==> src/rtl/acs_array_pkg.sv <==
// Shared definitions for the rate-1/2 hard-decision Viterbi ACS array.
// Provides the default trellis size, the trellis connectivity helpers
// (predecessor / next state), the generator-parity expected-output function
// and the saturating path-metric add used by every ACS cell.
package acs_array_pkg;

  localparam int K_DEF = 3;
  localparam int S     = K_DEF - 1;
  localparam int N     = 1 << S;

  // Predecessor j of state s: shift the state left and insert j at the LSB.
  function automatic int pred_state(input int s, input int j, input int s_bits);
    return ((s << 1) | j) & ((1 << s_bits) - 1);
  endfunction

  // Successor of state s for input u: u enters at the MSB.
  function automatic int next_state(input int s, input int u, input int s_bits);
    return (u << (s_bits - 1)) | (s >> 1);
  endfunction

  // Expected code bits {c0,c1} for encoder register contents {u,p}.
  function automatic logic [1:0] enc_bits(input int regv, input int g0, input int g1);
    return {^(regv & g0), ^(regv & g1)};
  endfunction

  function automatic int sat_add(input int a, input int b, input int max_v);
    int t;
    t = a + b;
    return (t > max_v) ? max_v : t;
  endfunction

endpackage

==> src/rtl/acs_array_cell.sv <==
// acs_cell: combinational compare-select for one trellis state.
// Ports:
//   pm0/pm1   stored metrics of predecessors p0/p1
//   bm0/bm1   branch metrics of the two incoming transitions
//   v0/v1     predecessor reachable flags
//   pm_new    selected (saturated) metric, all ones when unreachable
//   dec       0 = p0 selected, 1 = p1 selected
//   reach_new state reachable after this step
module acs_cell
  import acs_array_pkg::*;
#(
  parameter int PM_W = 7
) (
  input  logic [PM_W-1:0] pm0,
  input  logic [PM_W-1:0] pm1,
  input  logic [1:0]      bm0,
  input  logic [1:0]      bm1,
  input  logic            v0,
  input  logic            v1,
  output logic [PM_W-1:0] pm_new,
  output logic            dec,
  output logic            reach_new
);

  localparam int PM_MAX = (1 << PM_W) - 1;

  logic [PM_W-1:0] sum0;
  logic [PM_W-1:0] sum1;
  logic            pick1;

  assign sum0 = PM_W'(sat_add(int'(pm0), int'(bm0), PM_MAX));
  assign sum1 = PM_W'(sat_add(int'(pm1), int'(bm1), PM_MAX));

  // Equal sums fall back to the smaller branch metric, then to p0.
  assign pick1 = (sum1 < sum0) || ((sum1 == sum0) && (bm1 < bm0));

  always_comb begin
    pm_new    = '1;
    dec       = 1'b0;
    reach_new = v0 | v1;
    if (v0 && v1) begin
      dec    = pick1;
      pm_new = pick1 ? sum1 : sum0;
    end else if (v0) begin
      pm_new = sum0;
    end else if (v1) begin
      dec    = 1'b1;
      pm_new = sum1;
    end
  end

endmodule

==> src/rtl/acs_array.sv <==
// acs_array: registered add-compare-select array for a rate-1/2 hard-decision
// Viterbi decoder. All 2^(K-1) states are updated in parallel per accepted
// symbol; metrics are normalised so the best stored metric is always 0.
// Ports:
//   clk, rst     clock, synchronous active-high reset
//   start        known-start pulse (state 0 becomes the only reachable state)
//   in_valid/in_ready, data_recv  symbol input handshake, {c0,c1}
//   out_valid/out_ready           result handshake
//   dec_vec      per-state decision (0 = p0, 1 = p1)
//   reach_vec    per-state reachable flags after the step
//   best_state   lowest-index state holding the minimum metric
//   best_pm      raw minimum metric before normalisation
//   pm_bus       normalised metrics, state i at [i*PM_W +: PM_W]
module acs_array
  import acs_array_pkg::*;
#(
  parameter int         K    = K_DEF,
  parameter int         PM_W = 7,
  parameter logic [2:0] G0   = 3'b111,
  parameter logic [2:0] G1   = 3'b101
) (
  input  logic                              clk,
  input  logic                              rst,
  input  logic                              start,
  input  logic                              in_valid,
  output logic                              in_ready,
  input  logic [1:0]                        data_recv,
  output logic                              out_valid,
  input  logic                              out_ready,
  output logic [(1 << (K-1))-1:0]           dec_vec,
  output logic [(1 << (K-1))-1:0]           reach_vec,
  output logic [K-2:0]                      best_state,
  output logic [PM_W-1:0]                   best_pm,
  output logic [(1 << (K-1))*PM_W-1:0]      pm_bus
);

  localparam int NS = 1 << (K - 1);
  localparam int SB = K - 1;
  localparam logic [PM_W-1:0] PM_MAX = '1;

  logic [PM_W-1:0] pm_q     [NS];
  logic [NS-1:0]   reach_q;
  logic [PM_W-1:0] pm_cur   [NS];
  logic [NS-1:0]   reach_cur;
  logic [PM_W-1:0] pm_acs   [NS];
  logic [NS-1:0]   reach_acs;
  logic [NS-1:0]   dec_acs;
  logic [PM_W-1:0] pm_norm  [NS];
  logic [PM_W-1:0] min_pm;
  logic [SB-1:0]   min_idx;
  logic            min_found;
  logic            accept;

  assign in_ready = !out_valid || out_ready;
  assign accept   = in_valid && in_ready;

  // start overrides the stored metrics before the ACS sees them, so a symbol
  // accepted in the same cycle is processed from the known-start state.
  assign reach_cur = start ? NS'(1) : reach_q;

  always_comb begin
    for (int i = 0; i < NS; i++) begin
      if (start) pm_cur[i] = (i == 0) ? '0 : PM_MAX;
      else       pm_cur[i] = pm_q[i];
    end
  end

  for (genvar s = 0; s < NS; s++) begin : g_state
    localparam int U  = s >> (SB - 1);
    localparam int P0 = pred_state(s, 0, SB);
    localparam int P1 = pred_state(s, 1, SB);
    localparam logic [1:0] E0 = enc_bits((U << SB) | P0, int'(G0), int'(G1));
    localparam logic [1:0] E1 = enc_bits((U << SB) | P1, int'(G0), int'(G1));

    logic [1:0] bm0;
    logic [1:0] bm1;

    assign bm0 = {1'b0, data_recv[1] ^ E0[1]} + {1'b0, data_recv[0] ^ E0[0]};
    assign bm1 = {1'b0, data_recv[1] ^ E1[1]} + {1'b0, data_recv[0] ^ E1[0]};

    acs_cell #(.PM_W(PM_W)) u_cell (
      .pm0       (pm_cur[P0]),
      .pm1       (pm_cur[P1]),
      .bm0       (bm0),
      .bm1       (bm1),
      .v0        (reach_cur[P0]),
      .v1        (reach_cur[P1]),
      .pm_new    (pm_acs[s]),
      .dec       (dec_acs[s]),
      .reach_new (reach_acs[s])
    );
  end

  // Minimum over reachable states only; strict compare keeps the lowest index.
  always_comb begin
    min_pm    = PM_MAX;
    min_idx   = '0;
    min_found = 1'b0;
    for (int i = 0; i < NS; i++) begin
      if (reach_acs[i] && (!min_found || (pm_acs[i] < min_pm))) begin
        min_pm    = pm_acs[i];
        min_idx   = SB'(i);
        min_found = 1'b1;
      end
    end
    for (int i = 0; i < NS; i++) begin
      pm_norm[i] = reach_acs[i] ? (pm_acs[i] - min_pm) : PM_MAX;
    end
  end

  // ---- output register stage / metric state update ----
  always_ff @(posedge clk) begin
    if (rst) begin
      out_valid  <= 1'b0;
      dec_vec    <= '0;
      reach_vec  <= '1;
      best_state <= '0;
      best_pm    <= '0;
      pm_bus     <= '0;
      reach_q    <= '1;
      for (int i = 0; i < NS; i++) pm_q[i] <= '0;
    end else if (accept) begin
      reach_q    <= reach_acs;
      out_valid  <= 1'b1;
      dec_vec    <= dec_acs;
      reach_vec  <= reach_acs;
      best_state <= min_idx;
      best_pm    <= min_pm;
      for (int i = 0; i < NS; i++) begin
        pm_q[i]                   <= pm_norm[i];
        pm_bus[i*PM_W +: PM_W]    <= pm_norm[i];
      end
    end else begin
      if (start) begin
        reach_q <= reach_cur;
        for (int i = 0; i < NS; i++) pm_q[i] <= pm_cur[i];
      end
      if (out_ready) out_valid <= 1'b0;
    end
  end

endmodule

==> config.mk <==
export PLATFORM = sky130hd
export DESIGN_NAME = acs_array
export DESIGN_NICKNAME = d
export VERILOG_FILES = /design/src/rtl/acs_array_pkg.sv /design/src/rtl/acs_array_cell.sv /design/src/rtl/acs_array.sv
export SDC_FILE = /design/constraint.sdc
export NUM_CORES = 1
export LEC_CHECK = 0
export CORE_MARGIN = 4
export CORE_UTILIZATION = 46
export DETAILED_ROUTE_END_ITERATION = 8
export GPL_ROUTABILITY_DRIVEN = 1
export GPL_TIMING_DRIVEN = 1
export PLACE_DENSITY_LB_ADDON = 0.15
export SLEW_MARGIN = 10
export SYNTH_ARGS = -nofsm -noshare
export SYNTH_HDL_FRONTEND = slang
export SYNTH_HIERARCHICAL = 1
export SYNTH_SLANG_ARGS = --single-unit
==> constraint.sdc <==
create_clock -name clk -period 19.5 [get_ports clk]
set_clock_uncertainty 0.05 [all_clocks]
set_input_delay 4.875 -clock clk [delete_from_list [all_inputs] [get_ports clk]]
set_output_delay 4.875 -clock clk [all_outputs]
set_load 0.03 [all_outputs]
Yosys cells after proc, flatten, opt, wreduce, memory -nomap -nowiden
Memories as Yosys holds them, arrays and structs flattened.
Index checks and enable logic that the tools add are counted.
{ "word_totals": {"word_cells": 155, "n_memories": 1, "romBits": 0, "inputBits": 7, "mem_bits_rw": 28, "reg_bits": 50, "out_inout_bits": 47, "latchBits": 0} }
{ "classes": {"n_mul": 0, "n_shift": 0, "n_lt_le_gt_ge": 19, "bitwise": 12, "reduce_logical": 24, "div_mod_pow": 0, "eq_ne": 4, "add_sub_neg": 16, "n_mux": 72} }
{ "memory_table": {"columns": ["memory", "depth", "word_bits", "read_ports", "rd_clocked_by_memory_dff", "write_ports", "line_no", "source"], "rows": [
  ["pm_q", 4, 7, 4, 0, 4, "acs_array.sv:41", "logic [PM_W-1:0] pm_q [NS];"]
]} }
{ "ops": {"columns": ["op", "count"], "rows": [
  ["$mux W7", 44],
  ["$add A7 B2 Y8", 8],
  ["$gt A8 B7 Y1 const B", 8],
  ["$lt A7 B7 Y1", 7],
  ["$eq A7 B7 Y1", 4],
  ["$sub A7 B7 Y7", 4],
  ["$mux W1", 23],
  ["$mux W4", 3],
  ["$logic_and A1 B1 Y1", 10],
  ["$or A1 B1 Y1", 10],
  ["$add A1 B1 Y2", 4],
  ["$logic_or A1 B1 Y1", 8],
  ["$lt A2 B2 Y1", 4],
  ["$logic_not A1 Y1", 4],
  ["$mux W2", 2],
  ["$reduce_bool A2 Y1", 2],
  ["$not A1 Y1", 2]
]} }

Logic depth before layout (Yosys ltp)
Gate-level depths: netlist (run 1).
{ "depth": {"depth_word": 27, "depth_mapped": 54, "mapped_depth_nobuf": 53} }

Hierarchy
The synthesis (run 1) kept the hierarchy.
{ "by_module_without_submodules": {"columns": ["mod", "area_per_inst_um2", "n_inst", "cells_each", "seq_area_each_um2"], "rows": [
  ["acs_array", 4887.2, 1, 547, 1841.8],
  ["acs_cell at g_state[1].u_cell ...", 753.2, 3, 107, 0.0],
  ["acs_cell at g_state[0].u_cell", 808.3, 1, 109, 0.0]
]} }

Least setup slack after synthesis (run 1)
Ideal clock, no wire load.
{ "synth_timing": {"path_type": "input-to-reg", "startpoint": "input data_recv[0]", "endpoint": "memory pm_q[2][6], data pin", "path_stages": 52, "setup_slack_ns": 4.221, "setup_ns": 0.261, "required_ns": 19.189, "t_arrival_ns": 14.968, "path_buffers": 2, "cell_sequence": "inv_1 ha_1 inv_1 ha_1 inv_1 fa_1 and2b_1 nand4_1 mux2i_1 inv_1 ha_1 nand4_1 nor4_1 a2111oi_1 a311o_2 a22oi_1 ha_1 and3b_1 [... 16 more ...] a21oi_1 nand4b_1 or3_1 nor3_1 or3b_1 buf_2 clkbuf_1 a21oi_1 ha_1 fa_1 nor2b_1 o21ai_0 nor2b_1 o21bai_1 a21oi_1 xnor2_1 and3b_1 nor3_1"} }
{ "synth_lines": {"columns": ["item", "line_no", "source"], "rows": [
  ["start: declaration", "acs_array.sv:27", "input logic [1:0] data_recv,"],
  ["end: declaration", "acs_array.sv:41", null]
]} }

==> results of run 1 <==
## routing by layer
| metal | global-route usage (%) | share of wire, % |
|---|---|---|
| met5 | 0 | 0 |
| met4 | 4.22 | 0.69 |
| met3 | 2.50 | 5.5 |
| met2 | 36.7 | 43 |
| met1 | 35.6 | 51 |
## cells in the final DEF, fill, tap and decap left out, drive strengths merged, types with 10 or more instances in the layout
| cell type | n |
|---|---|
| o21a | 10 |
| ha | 84 |
| clkbuf | 11 |
| inv | 82 |
| dfxtp | 50 |
| nor2 | 83 |
| a22oi | 17 |
| xnor2 | 21 |
| a21oi | 70 |
| o21ai | 60 |
| a21o | 22 |
| fa | 12 |
| nand3 | 17 |
| mux2i | 19 |
| a211oi | 18 |
| clkdlybuf4s50 | 53 |
| nor2b | 41 |
| xor2 | 18 |
| nor3 | 18 |
| nand4 | 12 |
| edfxtp | 28 |
| and2 | 14 |
| a31oi | 11 |
| nand2b | 20 |
| o31ai | 10 |
| nand2 | 87 |
| or2 | 29 |
## per-stage QoR
step | setup slack [ps] | cell area [um^2] | std cells | util [%] | hold WS (ps)
after global placement | 2330 | 8710 | 1229 | 52.0 | 383
after detailed placement | 2000 | 8710 | 1229 | 52.0 | 386
after global routing | 1050 | 9030 | 1245 | 53.9 | 414
after CTS | 2280 | 9030 | 1245 | 53.9 | 402
after floorplan | 4220 | 7960 | 977 | - | 520
final | 2240 | 9030 | 1245 | 53.9 | 402
## synth_stat cells (5+ instances only)
cell type	instances	area, um^2
a211oi_1	16	120
a21o_1	22	165
a21oi_1	68	340
a22oi_1	16	120
a31oi_1	10	62.6
and2_1	14	87.6
buf_1	5	18.8
clkbuf_1	21	78.8
dfxtp_1	50	1000
edfxtp_1	28	841
fa_1	12	240
ha_1	84	1050
inv_1	80	300
mux2i_1	18	180
nand2_1	85	319
nand2b_1	19	119
nand3_1	16	80.1
nand3b_1	6	45.0
nand4_1	9	56.3
nor2_1	83	312
nor2b_1	41	257
nor3_1	17	85.1
nor4_1	7	43.8
o21a_1	10	75.1
o21ai_0	58	290
o21bai_1	5	37.5
o31ai_1	7	52.6
or2_2	26	163
or2b_2	6	52.6
xnor2_1	21	184
xor2_1	18	158
## final timing paths
| kind | startpoint | end | slack [ps] |
|---|---|---|---|
| hold / removal | pm_bus[19] | pm_bus[19] | 400 |
| setup / recovery | data_recv[0] | pm_q[2][6] | 2240 |
| setup reg to reg | pm_q[2][1] | pm_q[2][6] | 7550 |
| hold reg to reg | pm_bus[19] | pm_bus[19] | 400 |
## registers in the layout, indices dropped and copies added, names as in the netlist
register	count
out_valid	1
best_pm	7
reach_vec	4
pm_q	28
dec_vec	4
best_state	2
pm_bus	28
reach_q	4
## area by class of cell
cell class	instances	area (um^2)
repair buffers	60	583
flip-flops and latches	78	1840
clock inverters	5	61.3
inverters	80	300
fillers	1595	7730
well taps	220	275
multi-input cells	791	5710
clock buffers	11	264
## critical path, delay by kind of cell
family	cells	cell delay [ps]
AOI/OAI and AO/OA	17	3620
xor gates and xnor gates	1	280
adders and majority gates	8	2740
buffers and inverters	7	1350
muxes	3	820
and+or+nand+nor	16	3590
## kinds of logic after synthesis
kind of cell,synth area share (%)
and+or+nand+nor,24.0
AOI/OAI and AO/OA,23.7
buffers and inverters,5.13
adders and majority gates,16.8
DFF,23.2
xor gates and xnor gates,4.29
muxes,2.97
==> results.toml, run 1 <==
[logic_synthesis]
yosysWarnings = 6
synth_edf_count = 28
syn_inst = 977
syn_avg_cell_area_um2 = 8.14
synthFlopType = "dfxtp_1"
synthArstFlopShare_pct = 0
syn_nets = 1080
ys_types = 82
ys_seq_area_share_pct = 23.2
ys_ff_latch = 78
syn-cell-area_mm2 = 0.00796

[setup_path]
cp.required_ps = 19520
cp-start-kind = "input port"
cpMaxStageDelayCell = "nor2_1"
slowest_delay_ps = 580
crit_fanout = 17
endpoint_kind = "flip-flop"
cp.arrival_ps = 17280
ff2ff_path_depth = 47
path_class = "input port to flip-flop"

[grt]
grt_pass1_wl_um = 37100
track_usage_pct = 23.6
grt_max_degree = 57
grt-ovfl-total = 0
antenna_found_initial = 0
first_global_vias = 6776

[final_layout]
drive_above_1_share_pct = 9.46
diodes = 0
syn2layout_area_growth_pct = 13.5
finalNetCount = 1123

[drt]
ant_nets = 0
drt-initial-drc-count = 601
vias = 7072
drcViolationCount = 0
routedWlPerCell_um = 18.3
vias_per_cell = 5.68
dr.pass1.iters = 5
wl_um = 22800

[timing]
finalSetupTns_ps = 0
setup_viol = 0
hold_viol = 0
tightest_slew_ps = 960
period_share_pct = 88.5
relSlewSlack_pct = 36.0
fmax_mhz = 57.9
drv_slew = 0
period_needed_ps = 17260
rsz0062_at_grt = "no"

[floorplan]
pin_count = 54
core_mm2 = 0.0168
start_util_pct = 47.5
dieArea_mm2 = 0.0195
die_w_um = 140
fp.dieH_um = 140
rows = 47

[clocking]
post_cts_resized = 0
clk-insertion-delay-late_ps = 340
cts_made_buffers = 9
clk_path_buf_depth = 2
cts.clk_slew.worst_paths_ps = 60
cts_tree = "yes"
root_buffer = "clkbuf_16"
cts_sinks = 78
hold_buffers = 0
cts.htree.levels = 3
cts_setup_buffers = 0

[placement]
hpwl_um = 17800
port_buffers = 53
gp_congestion = 0.913

[run]
cap_violations = 0

[min_path]
hold_path_depth = 2
hold_class = "flip-flop to flip-flop"

[run_status]
status = "finished, final reports clean"
Power of run 1 is not shown: default switching activity piles up to over one toggle a cycle in this logic, so the estimate is an artifact.
==> run 2: changes to the inputs <==
--- a/config.mk
+++ b/config.mk
@@ -5,7 +5,7 @@
 export SDC_FILE = /design/constraint.sdc
 export NUM_CORES = 1
 export LEC_CHECK = 0
-export CORE_MARGIN = 4
+export CORE_MARGIN = 5
 export CORE_UTILIZATION = 46
 export DETAILED_ROUTE_END_ITERATION = 8
 export GPL_ROUTABILITY_DRIVEN = 1
==> run 2 against run 1 <==
Setup slack lost 11 ps. Design area barely moved. Hold slack worse by 7.5 ps. Global-route usage is 0.34 points lower. Critical path depth decreased by 2. Critical path type unchanged. Routed wire length is 0.61% higher. Utilization is 1.2 points lower.
==> results.toml, run 2 (synthesis gave the netlist of run 1 again) <==
[clocking]
cts_tree = "yes"
clk-insertion-delay-late_ps = 340
hold_buffers = 0
cts_sinks = 78
post_cts_resized = 0
cts.htree.levels = 3
cts_setup_buffers = 0
root_buffer = "clkbuf_16"
cts_made_buffers = 9
clk_path_buf_depth = 2
cts.clk_slew.worst_paths_ps = 60

[timing]
finalSetupTns_ps = 0
drv_slew = 0
hold_viol = 0
relSlewSlack_pct = 32.5
setup_viol = 0
period_needed_ps = 17270
fmax_mhz = 57.9
tightest_slew_ps = 1010
period_share_pct = 88.6
rsz0062_at_grt = "no"

[setup_path]
cp.arrival_ps = 17290
path_class = "input port to flip-flop"
crit_top_cell = "ha_1"
endpoint_kind = "flip-flop"
r2r_setup_slack_ps = 7630
r2r-start = "pm_q[3][0]"
ff2ff_path_depth = 49
slowest_delay_ps = 1120
cp-start-kind = "input port"
crit_fanout = 30
cpMaxStageDelayCell = "clkdlybuf4s50_1"
r2r-end = "pm_q[2][6]"
cp.required_ps = 19520

[drt]
ant_nets = 0
vias = 7222
routedWlPerCell_um = 18.4
drcViolationCount = 0
dr.pass1.iters = 5
drt-initial-drc-count = 554
vias_per_cell = 5.78
wl_um = 23000

[floorplan]
die_w_um = 142
fp.dieH_um = 142
dieArea_mm2 = 0.0200
core_mm2 = 0.0171
pin_count = 54
rows = 48
start_util_pct = 46.5

[final_layout]
finalNetCount = 1123
syn2layout_area_growth_pct = 13.5
top_regs = "pm_bus x28, pm_q x28, best_pm x7"
diodes = 0
final_cells = 1250
drive_above_1_share_pct = 9.46
final_cell_mix = "nand2_1 (85), ha_1 (84), nor2_1 (83), inv_1 (80), a21oi_1 (68)"
final_common_cell = "nand2_1"

[min_path]
hold_class = "flip-flop to flip-flop"
hold_path_depth = 2
holdPathEnd = "reach_vec[1]"
hold_start = "reach_vec[1]"

[run]
cap_violations = 0

[placement]
gp_congestion = 0.885
hpwl_um = 17900
placed_cells = 1234
port_buffers = 53

[grt]
grt-ovfl-total = 0
grt_max_degree = 57
track_usage_pct = 23.2
antenna_found_initial = 0
first_global_vias = 6842
grt_pass1_wl_um = 37300

[run_status]
status = "finished, final reports clean"
==> run 2: changes by cell type in the layout (fill, tap and decap cells not counted), sizes merged <==
cell | previous run | this run
clkinvlp | 1 | 0
bufinv | 1 | 0
clkbuf | 11 | 12
clkinv | 1 | 3
inv | 82 | 81
==> run 2: worst max-delay path by stage <==
stage | from | endpoint | slack, ps
6_report | start | pm_q[2][6] | 2230
5_1_grt | start | pm_q[0][6] | 1140
4_1_cts | start | pm_q[2][6] | 2300
3_5_place_dp | start | pm_q[2][6] | 2000
3_3_place_gp | start | pm_q[2][6] | 2210
2_1_floorplan | data_recv[0] | pm_q[2][6] | 4220
==> run 2: cell type report <==
cell class	count	area [um^2]
clock buffers	12	278
multi-input cells	791	5710
flip-flops and latches	78	1840
inverters	80	300
repair buffers	60	583
clock inverters	4	35.0
well taps	225	282
fillers	1659	8090
==> run 2: layer usage <==
layer | vias up | GRT usage (%) | part of all wire, %
li1 | 3574 | - | -
met1 | 3376 | 34.3 | 49
met2 | 248 | 36.0 | 43
met3 | 24 | 3.67 | 6.5
met4 | 0 | 4.70 | 1.4
met5 | - | 0 | 0
==> run 2: critical path, delay by kind of cell <==
family                   cells  cell delay (ps)
adder cells (fa/ha/maj)      7             2260
multiplexers                 3              820
buffers and inverters        5             1620
AND/OR/NAND/NOR             17             3900
XOR/XNOR                     1              260
AO/OA/AOI/OAI               17             3520
==> run 2: through the flow <==
stage	instance area [um^2]	hold slack [ps]	worst slack, ps	util, %
finish	9030	394	2230	52.7
global route	9030	414	1140	52.7
CTS	9030	396	2300	52.7
detailed placement	8710	383	2000	50.9
global placement	8710	387	2210	50.9
floorplan	7960	520	4220	-
Power of run 2 is left out for the same reason.
==> run 3: changes to the inputs <==
--- a/config.mk
+++ b/config.mk
@@ -5,8 +5,9 @@
 export SDC_FILE = /design/constraint.sdc
 export NUM_CORES = 1
 export LEC_CHECK = 0
+export CORE_ASPECT_RATIO = 0.8
 export CORE_MARGIN = 5
-export CORE_UTILIZATION = 46
+export CORE_UTILIZATION = 25
 export DETAILED_ROUTE_END_ITERATION = 8
 export GPL_ROUTABILITY_DRIVEN = 1
 export GPL_TIMING_DRIVEN = 1
==> run 3 against run 2 <==
First-iteration DRC count is 8.7% lower. Hold slack lost 1.9 ps. Die area is 77% higher. Clock-buffer cell count shrank 1. Non-clock buffer count fell by 1. Critical path depth increased by 2. Fmax down 0.99%. Critical path type unchanged. Critical endpoint is now pm_q[1][6].
==> results.toml, run 3 (synthesis gave the netlist of run 1 again) <==
[drt]
drt-initial-drc-count = 506
wl_um = 26900
drcViolationCount = 0
vias_per_cell = 4.93
met3_length_um = 1540
routedWlPerCell_um = 18.6
ant_nets = 0
vias = 7124
wl_met2_um = 10100
m1WireLength_um = 15000
dr.pass1.iters = 5
highest_layer = "met4"

[clocking]
hold_buffers = 0
post_cts_resized = 0
cts_setup_buffers = 0
cts.clk_slew.worst_paths_ps = 60
cts_tree = "yes"
clk_path_buf_depth = 2
clk-insertion-delay-late_ps = 340
cts_sinks = 78
cts.htree.levels = 3
cts_made_buffers = 9
root_buffer = "clkbuf_16"

[floorplan]
pin_count = 54
rows = 58
fp.dieH_um = 170
dieArea_mm2 = 0.0355
die_w_um = 209
core_mm2 = 0.0314
start_util_pct = 25.3

[grt]
track_usage_pct = 14.9
first_global_vias = 6736
grt_pass1_wl_um = 41300
grt_max_degree = 57
grt-ovfl-total = 0
antenna_found_initial = 0

[timing]
fmax_mhz = 57.3
period_share_pct = 89.5
hold_viol = 0
period_needed_ps = 17440
tightest_slew_ps = 1010
finalSetupTns_ps = 0
relSlewSlack_pct = 32.7
setup_viol = 0
drv_slew = 0
rsz0062_at_grt = "no"

[setup_path]
cp.required_ps = 19520
cp.arrival_ps = 17470
endpoint_kind = "flip-flop"
crit_fanout = 17
cpMaxStageDelayCell = "nor2_1"
cp-start-kind = "input port"
path_class = "input port to flip-flop"
slowest_delay_ps = 620
r2r_setup_slack_ps = 7290

[final_layout]
diodes = 0
stdcell_area_mm2 = 0.00927
final_cell_mix = "nand2_1 (85), ha_1 (84), nor2_1 (83), inv_1 (80), a21oi_1 (68)"
fillCellCount = 3391
drive_above_1_share_pct = 9.28
final_common_cell = "nand2_1"
top_regs = "pm_bus x28, pm_q x28, best_pm x7"
finalNetCount = 1122
syn2layout_area_growth_pct = 16.5

[placement]
post_dp_cell_area_mm2 = 0.00895
port_buffers = 53
hpwl_um = 21400
gp_congestion = 0.829

[run_status]
status = "finished, final reports clean"

[min_path]
hold_class = "flip-flop to flip-flop"

[run]
cap_violations = 0
## run 3: layer usage
metal  GRT usage [%]  vias to the layer above
li1                -                     3575
met4            2.41                        0
met2            19.9                      199
met3            2.55                        9
met5               0                        -
met1            24.6                     3341
## run 3: layout make-up
class	instances	area (um^2)	share of cell area, %
Sequential cell	78	1840	19.9
Timing Repair Buffer	59	576	6.21
Clock buffer	11	254	2.74
Multi-Input combinational cell	791	5710	61.6
Inverter	80	300	3.24
Tap cell	420	526	5.67
Clock inverter	5	61.3	0.662
## run 3: path summary, 6_finish.rpt
kind           endpoint  cells past startpoint          from
max          pm_q[1][6]                     52  data_recv[0]
min reg2reg  pm_bus[12]                      2    pm_bus[12]
min          pm_bus[12]                      2    pm_bus[12]
max reg2reg  pm_q[1][6]                     47    pm_q[3][1]
## run 3: metrics by stage
stage	hold WS [ps]	utilization, %	instances	setup WS [ps]
2_1_floorplan	520	-	977	4220
3_3_place_gp	382	28.5	1428	2030
3_5_place_dp	382	28.5	1428	1780
4_1_cts	399	29.5	1444	2080
5_1_grt	409	29.5	1444	867
6_report	392	29.5	1444	2060
## run 3: critical path: cells and delay by family
family                     cells  cell delay [ps]
AOI/OAI and AO/OA             17             3590
adders and majority gates      8             2790
and+or+nand+nor               16             3650
buffers and inverters          7             1320
muxes                          3              870
xor gates and xnor gates       1              340
Power of run 3 is left out for the same reason.
